## src/rtl/din_router.sv

```systemverilog
// Byte router: a two-entry in-order buffer of {sel, data} pairs feeding five ready/valid sinks.
// Invalid-destination bytes are dropped and counted, and a long-blocked head raises a sticky stall.
module din_router #(
    parameter int unsigned STALL_MAX = 16
) (
    input  logic       i_clkext,
    input  logic       i_rst_glo,
    input  logic [7:0] i_d_in,
    input  logic       i_din_vld,
    input  logic [2:0] i_sel_in,
    output logic       o_din_rdy,
    input  logic       i_flush,
    output logic [7:0] o_dst_data,
    output logic [4:0] o_dst_vld,
    input  logic [4:0] i_dst_rdy,
    output logic       o_err_sel,
    output logic [7:0] o_err_cnt,
    output logic       o_stall
);

    typedef enum logic [1:0] {StEmpty = 2'd0, StOne = 2'd1, StFull = 2'd2} state_e;

    state_e     r_state, w_state_d;
    logic [7:0] r_data [2];
    logic [2:0] r_sel  [2];
    logic [7:0] w_data_d [2];
    logic [2:0] w_sel_d  [2];
    logic [7:0] r_stall_cnt, w_stall_cnt_d;
    logic       r_stall, w_stall_d;
    logic       r_err_sel;
    logic [7:0] r_err_cnt, w_err_cnt_d;

    logic w_not_empty;
    logic w_head_ok;
    logic w_head_bad;
    logic w_xfer;
    logic w_pop;
    logic w_push;
    logic w_wr_idx;

    assign w_not_empty = (r_state != StEmpty);
    assign w_head_ok   = w_not_empty && (r_sel[0] <= 3'd4);
    assign w_head_bad  = w_not_empty && (r_sel[0] > 3'd4);

    assign o_din_rdy  = (r_state != StFull) && !i_flush;
    assign o_dst_data = w_not_empty ? r_data[0] : 8'h00;
    assign o_err_sel  = r_err_sel;
    assign o_err_cnt  = r_err_cnt;
    assign o_stall    = r_stall;

    always_comb begin
        o_dst_vld = 5'b00000;
        if (w_head_ok) begin
            unique case (r_sel[0])
                3'd0:    o_dst_vld = 5'b00001;
                3'd1:    o_dst_vld = 5'b00010;
                3'd2:    o_dst_vld = 5'b00100;
                3'd3:    o_dst_vld = 5'b01000;
                default: o_dst_vld = 5'b10000;
            endcase
        end
    end

    // Invalid heads leave unconditionally; flush voids every pop and push in its cycle.
    assign w_xfer   = |(o_dst_vld & i_dst_rdy);
    assign w_pop    = (w_xfer || w_head_bad) && !i_flush;
    assign w_push   = i_din_vld && o_din_rdy;
    assign w_wr_idx = (r_state == StOne) && !w_pop;

    always_comb begin
        w_state_d = r_state;
        unique case (r_state)
            StEmpty: if (w_push) w_state_d = StOne;
            StOne: begin
                if (w_push && !w_pop)      w_state_d = StFull;
                else if (w_pop && !w_push) w_state_d = StEmpty;
            end
            StFull:  if (w_pop) w_state_d = StOne;
            default: w_state_d = StEmpty;
        endcase
        if (i_flush) w_state_d = StEmpty;
    end

    always_comb begin
        w_data_d = r_data;
        w_sel_d  = r_sel;
        if (w_pop) begin
            w_data_d[0] = r_data[1];
            w_sel_d[0]  = r_sel[1];
        end
        if (w_push) begin
            w_data_d[w_wr_idx] = i_d_in;
            w_sel_d[w_wr_idx]  = i_sel_in;
        end
    end

    always_comb begin
        w_stall_cnt_d = 8'd0;
        w_stall_d     = r_stall;
        w_err_cnt_d   = r_err_cnt;
        if (i_flush) begin
            w_stall_d = 1'b0;
        end else begin
            if (w_head_ok && !w_xfer) begin
                w_stall_cnt_d = (r_stall_cnt == 8'hFF) ? r_stall_cnt : r_stall_cnt + 8'd1;
                if (32'(w_stall_cnt_d) >= STALL_MAX) w_stall_d = 1'b1;
            end
            if (w_head_bad && r_err_cnt != 8'hFF) w_err_cnt_d = r_err_cnt + 8'd1;
        end
    end

    always_ff @(posedge i_clkext or posedge i_rst_glo) begin
        if (i_rst_glo) begin
            r_state     <= StEmpty;
            r_data[0]   <= 8'h00;
            r_data[1]   <= 8'h00;
            r_sel[0]    <= 3'd0;
            r_sel[1]    <= 3'd0;
            r_stall_cnt <= 8'd0;
            r_stall     <= 1'b0;
            r_err_sel   <= 1'b0;
            r_err_cnt   <= 8'd0;
        end else begin
            r_state     <= w_state_d;
            r_data      <= w_data_d;
            r_sel       <= w_sel_d;
            r_stall_cnt <= w_stall_cnt_d;
            r_stall     <= w_stall_d;
            r_err_sel   <= w_head_bad && !i_flush;
            r_err_cnt   <= w_err_cnt_d;
        end
    end

endmodule

```

## config.mk

```make
export PLATFORM = sky130hd
export DESIGN_NAME = din_router
export DESIGN_NICKNAME = d
export VERILOG_FILES = /design/src/rtl/din_router.sv
export SDC_FILE = /design/constraint.sdc
export NUM_CORES = 1
export LEC_CHECK = 0
export ABC_AREA = 1
export CAP_MARGIN = 20
export CORE_ASPECT_RATIO = 0.7
export CORE_MARGIN = 8
export CORE_UTILIZATION = 50
export DETAILED_ROUTE_END_ITERATION = 10
export GPL_TIMING_DRIVEN = 1
export PLACE_DENSITY = 0.8
export SLEW_MARGIN = 25
export SYNTH_ARGS = -nofsm -noshare
export SYNTH_HDL_FRONTEND = slang
export SYNTH_SLANG_ARGS = --single-unit
```

## constraint.sdc

```tcl
create_clock -name i_clkext -period 4.5 [get_ports i_clkext]
set_input_delay 0.675 -clock i_clkext [delete_from_list [all_inputs] [get_ports i_clkext]]
set_output_delay 0.675 -clock i_clkext [all_outputs]
set_load 0.03 [all_outputs]
```

## Word level (Yosys, flattened, before mapping)

Cells that the tools add are included.

- Bits in registers: 42
- Input port bits: 20
- Output and inout port bits: 24

- Add/subtract/negate cells: 2
- Order comparisons: 5
- Eq/ne operators: 11
- Muxes and demuxes: 25
- Bitwise operators: 3
- Reductions and logical operators: 26

Operator list:

| cell | count |
|---|---|
| $mux W8 | 6 |
| $pmux W5 S4 | 1 |
| $add A8 B1 Y8 const B | 2 |
| $bwmux W16 | 1 |
| $mux W16 | 1 |
| $logic_and A1 B1 Y1 | 12 |
| $mux W2 | 5 |
| $demux W8 S1 | 1 |
| $eq A8 B8 Y1 const B | 1 |
| $ge A8 B5 Y1 const B | 1 |
| $ne A8 B8 Y1 const B | 1 |
| $bwmux W6 | 1 |
| $eq A3 B2 Y1 const B | 2 |
| $mux W3 | 2 |
| $mux W6 | 1 |
| $ne A3 B3 Y1 const B | 2 |
| $pmux W2 S3 | 1 |
| $reduce_bool A2 Y1 | 3 |
| $and A5 B5 Y5 | 1 |
| $mux W5 | 1 |
| $reduce_or A5 Y1 | 1 |
| $logic_not A1 Y1 | 4 |
| $ne A4 B2 Y1 const B | 1 |
| $reduce_and A2 Y1 | 2 |
| other kinds (16) | 18 |

## Logic depth before layout (Yosys ltp)

- Word-level depth: 16
- Mapped depth: 13
- Gate-level depth less buffers: 11

## Worst setup path before layout

No wires, ideal clock.

- Kind: input to register
- Start: input port i_flush
- End: register r_state[1]
- Library setup time: 0.076 ns
- Arrival: 2.345 ns
- Required time: 4.424 ns
- Path slack: 2.079 ns
- Stages: 8
- Path buffers: 1
- Path through: nor2_1 nand2_1 inv_2 clkbuf_1 ha_1 a22oi_1 nand2_1 o21ai_1

- Word-level cells in the longest chain between the ends: 7
- Elaborated cells on any way between the ends: 15
- Classes of those cells: eq/ne (3); mux (3); reduce/logical (9)

Ends and longest elaborated chain:

| element | line | text |
|---|---|---|
| from (decl) | 12 | `input logic i_flush,` |
| $logic_not A1 Y1 * | 45 | `assign o_din_rdy = (r_state != StFull) && !i_flush;` |
| $logic_and A1 B1 Y1 * | 45 |  |
| $logic_and A1 B1 Y1 * | 67 | `assign w_push = i_din_vld && o_din_rdy;` |
| named net w_push | 38 | `logic w_push;` |
| $logic_and A1 B1 Y1 or $logic_not A1 Y1 (tied branches) | 75, 76 |  |
| $mux W2 or $logic_and A1 B1 Y1 (tied branches) | 75, 76 |  |
| $pmux W2 S3 or $ne A4 B2 Y1 (tied branches) | -- |  |
| $mux W2 or $reduce_and A3 Y1 (tied branches) | -- |  |
| to (signal assigned) | 114 | `r_state <= StEmpty;` |
| to (signal assigned) | 124 | `r_state <= w_state_d;` |
| to (decl) | 23 | `state_e r_state, w_state_d;` |

Mark *: on every way through the listed nets, which the timed path passes. The rest lies on a longest branch.
A chain may end at the register's enable or synchronous reset.

==> out/summary.txt <==
PnR worst setup slack -> 1710 ps
Critical path startpoint -> r_state[1]
Cts repair resizes -> 0
Die Span Y -> 72.6 um
Status -> completed
Layout Utilization -> 0.644
IO Pins -> 44
DRC Markers -> 0
Routed WL -> 5.52 mm
Crit. End Element -> register
Netlist cell types -> 28
DR pass1 iterations -> 4
Peak supply drop -> 0.000359 V
TritonCTS Buffers -> 5
N_diodes -> 0
Root buffer selected by CTS -> clkbuf_8
Met2 routed WL -> 2.52 mm
Dpl hpwl -> 3.89 mm
Post-synth top area share -> 0.459
Critical path data required time -> 4680 ps
Placed Instances -> 395
Slowest stage cell on the critical path -> nand3_1
Slowest stage delay, CP -> 470 ps
Num Clock Sinks -> 42
Fin. Hold Viols -> 0
Sequential share of the synthesized area -> 0.459
Slew Viols, Final -> 0
Detailed-route via count -> 2105
Most frequent cells in the layout -> 99 x nand2_1, 43 x clkdlybuf4s50_1, 42 x dfrtp_1
Setup TNS -> 0 ps
Mapped Cells -> 308
Crit path kind -> register to register
Non-filler cells in the finished layout -> 402
Top sig layer -> met4
Largest net degree at the start of global routing -> 26
Max FO, Critical Path -> 25
Initial antenna violation count -> 0
Worst skew pair latency -> 290 ps
Reg2reg path depth -> 10
Number of port buffers -> 43
Post-CTS Setup Inserts -> 0
Chip Width -> 96.9 um
Routed len/inst -> 13.7 um
Max Clock Freq -> 0.359 GHz
DRT met1 WL -> 2.65 mm
Vias per cell -> 5.24
Worst-path clk slew -> 80 ps
Commonest non-fill, non-tap cell in the layout -> nand2_1
Ranking of synthesized cells by area -> dfrtp_1 46%, nand2_1 16%, nand3_1 7.6%
Fin crit period -> 2790 ps
Synth Cell Area -> 2290 um^2
Total grt overflow -> 0
Worst path bufs/invs -> 1
RSZ-0062 raised after global routing -> no
Vias in the first global route -> 2057
Slew HR -> 0.520
Worst R2R Setup Slack -> 1710 ps
First-pass GRT wire length -> 9.63 mm
Longest Clk Path Bufs -> 2
Fill cell total of the finished layout -> 401
H-Tree Depth -> 2
Endpoints failing setup -> 0
Ys Warns -> 0
Worst Hold Depth -> 2
Final worst-path cycle share -> 0.619
All-Layer GR Usage -> 0.163
Nets@finish -> 370
Worst r2r src -> r_state[1]
Crit path max-delay family -> simple AND/OR/NAND/NOR gates
Row cnt -> 20
Initial core utilization -> 0.523
Synthesized flop and latch total -> 42
Crit-path cells -> nor2_4 > inv_2 > nand3_1 > nor2_1 > nor2_2 > nand3_2 > nand2_2 > nand3_1 > nand2_1 > nand2_1
MaxCap Viol Count -> 0
Total core area -> 4380 um^2
Syn avg cell area -> 7.44 um^2
Power per cell area -> 532 nW/um^2
Area Overhead vs Synth -> 23.0%
Post-Place Setup Slack -> 1560 ps
Fin Hold WS -> 475 ps
ANT nets after route -> 0
Tightest Pin Transition -> 719 ps
Synth area leader -> dfrtp_1
Syn Nets -> 331
Critical Path AT -> 2960 ps
DR iter-0 viols -> 152
Die ar. -> 7040 um^2
Leak pwr -> 0.00144 uW
Final Skew -> 6.09 ps
TritonCTS clock tree -> yes
CP Launch Type -> register
RD Place Congestion -> 0.819
Hold Buf Count CTS -> 0
Hold Crit Class -> register to register
Met3 wire len -> 302 um
Share of cells above drive strength 1 -> 0.0576
-- layout make-up --
cell class,count,area (um^2),share of cell area
multi-input cells,221,1050,0.374
flip-flops and latches,42,1050,0.373
repair buffers,45,445,0.158
inverters,32,120,0.0426
clock buffers,5,68.8,0.0244
well taps,55,68.8,0.0244
clock inverters,2,10.0,0.00355
-- logic make-up after synthesis --
logic type / count (synthesis) / share of synthesized area
AND/OR/NAND/NOR: 198 / 0.379
adder cells (fa/ha/maj): 3 / 0.0164
XOR/XNOR: 11 / 0.0421
flip-flops: 42 / 0.459
buffers and inverters: 45 / 0.0819
AO/OA/AOI/OAI: 9 / 0.0218
-- through the flow --
| stage | area (um^2) | total power [uW] |
|---|---|---|
| floorplan | 2290 | 1070 |
| global placement | 2740 | 1240 |
| detailed placement | 2740 | 1270 |
| CTS | 2820 | 1500 |
| global route | 2820 | 1620 |
| finish | 2820 | 1500 |
-- worst reg2reg max path, delay by kind of cell, from the launching register on --
| family | cells | cell delay [ps] |
|---|---|---|
| AND/OR/NAND/NOR | 9 | 2120 |
| flip-flops | 1 | 430 |
| buffers and inverters | 1 | 110 |
-- layer usage --
layer,global-route usage,vias to the layer above
met5,0,-
met4,0.0475,0
met3,0.0407,7
met2,0.260,59
met1,0.213,981
li1,-,1058
-- worst max-delay path by stage --
stage | end | slack, ps | cells after the start
after floorplan | r_state[1] | 2080 | 8
after global placement | register | 1670 | 9
after detailed placement | register | 1560 | 9
after CTS | register | 1700 | 10
after global routing | register | 1470 | 10
final | register | 1710 | 10
-- synthesized netlist by cell type, drive strengths merged --
cell and n:
nand4 16, nor4 2, buf 9, a21oi 2, dfrtp 42, nand3 36
clkbuf 4, nor3 6, a22oi 1, xnor2 2, nor2 36, xor2 9
clkinv 1, inv 31, nand2 102, o21ai 5, o21bai 1, ha 3
-- power breakdown --
group	internal, uW	total [uW]	switching, uW
clock network	104	233	128
registers	496	594	98.1
logic	234	672	437
total	835	1500	664
Power figures use the tool's default switching activity.
==> patch (same settings) <==
Encoding of `state_e`: now one-hot (3 bits for 3 states).
--- a/src/rtl/din_router.sv
+++ b/src/rtl/din_router.sv
@@ -19,5 +19,5 @@
 );
 
-    typedef enum logic [1:0] {StEmpty = 2'd0, StOne = 2'd1, StFull = 2'd2} state_e;
+    typedef enum logic [2:0] {StEmpty = 3'b001, StOne = 3'b010, StFull = 3'b100} state_e;
 
     state_e     r_state, w_state_d;
Check against the original RTL: no difference found for any inputs over 10 cycles, from zero or initial values and one cycle with i_rst_glo high; not proved beyond that.
==> patch against the original RTL <==
Via count up 6.1%; setup slack improved by 23 ps; power increased by 23%; sequential cell count is 1 higher; design area increased by 4.8%; synthesized area rose by 4.3%; routed wire length rose by 0.47%; combinational power grew 34%; largest cell class unchanged; largest power group unchanged.
==> patch: results (changes against the original RTL) <==
* Cell Int Power at 0.00101 W (was 0.000835 W)
* Setup Skew at 7.04 ps (was 6.09 ps)
* CTS H-tree lvls at 2 (unchanged)
* Post-CTS setup buffers at 0 (unchanged)
* Post-synthesis async set-or-reset flop share at 100% (unchanged)
* WHS at 477 ps (was 475 ps)
* Initial antenna violation count at 0 (unchanged)
* DR iter-0 viols at 171 (was 152)
* Top post-synthesis cells by area: dfrtp_1, nand2_1, nand3_1 (unchanged)
* R2R Setup Slk at 1940 ps (was 1710 ps)
* Register area share after synthesis at 45.1% (was 45.9%)
* Clk Latency, worst-skew pair at around 300 ps
* Post-DR vias/cell at 5.33 (was 5.24)
* Post-Route WL at 5550 µm (was 5520 µm)
* Syn Area/Cell at 7.44 µm² (about the same)
* Router iterations before antenna repair at 5 (was 4)
* Vias in the first global route at 2086 (was 2057)
* Slowest stage delay, CP at 730 ps (was 470 ps)
* Layout cells sized above 1 at 6.08% (was 5.76%)
* Clk slew on worst S/H paths at 80 ps (about the same)
* Antenna cells at 0 (unchanged)
* CP Max Fanout at 13 (was 25)
* Fmax at 0.362 GHz (was 0.359 GHz)
* Dpl cells at 412 (was 395)
* Buffers on Ports at 43 (unchanged)
* Cts bufs inserted at 5 (unchanged)
* Post-synth cell types at 29 (was 28)
* Area after DPL at 2850 µm² (was 2740 µm²)
* CTS Buffer Depth at 2 (unchanged)
* Worst hold path class: reg2reg (unchanged)
* Peak supply drop at 429 µV (was 359 µV)
* DP Wirelength at 3940 µm (was 3890 µm)
* Worst path arrival time at 2090 ps (was 2960 ps)
* Number of nets in the layout at 385 (was 370)
* Critical-path top delay cell: clkdlybuf4s50_1 (was nand3_1)
* Syn nets at 344 (was 331)
* Synth warn at 0 (unchanged)
* Root Driver: clkbuf_8 (unchanged)
* Global-route wire length before repair at 9430 µm (was 9630 µm)
* Via count at 2233 (was 2105)
* Static leakage at 1.53 nW (was 1.44 nW)
* Outcome: completed (unchanged)
* Top post-synthesis cells by count: nand2_1, dfrtp_1, nand3_1 (unchanged)
* Slew HR at 64.7% (was 52.0%)
* Final Wtd Congestion at 0.816 (was 0.819)
* Total track usage at 16.0% (was 16.3%)
* Pin count of the biggest net entering global routing at 44 (was 26)
* Post-placement setup slack at 1660 ps (was 1560 ps)
[patch: worst max-delay path: cells and delay by family (launching register included)]
family | cells | cell delay (ps)
AND/OR/NAND/NOR | 3 | 440
buffers and inverters | 2 | 970
flip-flops | 1 | 390
[patch: layer usage]
layer  wire length, µm  global-route usage (%)  share of wire [%]
met3               349                    5.20                6.3
met4                46                    4.91               0.83
met1              2710                    20.9                 49
met2              2440                    24.3                 44
met5                 0                       0                  0
[patch: path summary, 6_finish.rpt]
check,from,to,depth (start not counted)
worst min-delay path,register,register,2
max in group asynchronous,i_rst_glo,r_state[0]$_DFFE_PP1P_,3
worst max-delay path,r_state[2]$_DFFE_PP0P_,o_dst_vld[2],5
min in group asynchronous,i_rst_glo,r_data[10]$_DFF_PP0_,3
worst min register to register,register,register,2
worst max register to register,r_state[0]$_DFFE_PP1P_,r_state[2]$_DFFE_PP0P_,14
[patch: power by group through the flow]
stage               combinational (W)  sequential [W]  clock (W)
floorplan                    0.000573        0.000691          0
global placement             0.000883        0.000647          0
detailed placement           0.000899        0.000649          0
CTS                          0.000906        0.000644   0.000299
global route                  0.00101        0.000662   0.000315
finish                       0.000902        0.000645   0.000294
[patch: final cells by class]
cell class	count	area [µm²]
fill	406	1720
multi-input combinational	228	1100
tap	57	71.3
clock buffer	5	68.8
clock inverter	2	37.5
sequential	43	1080
timing repair buffer	46	453
inverter	38	143
[patch: cells by family after synthesis]
kind of cell	after synthesis	share of synthesized area, %
AO/OA/AOI/OAI	9	2.67
XOR/XNOR	9	3.30
adder cells (fa/ha/maj)	3	1.57
buffers and inverters	50	8.64
flip-flops	43	45.1
AND/OR/NAND/NOR	207	38.7
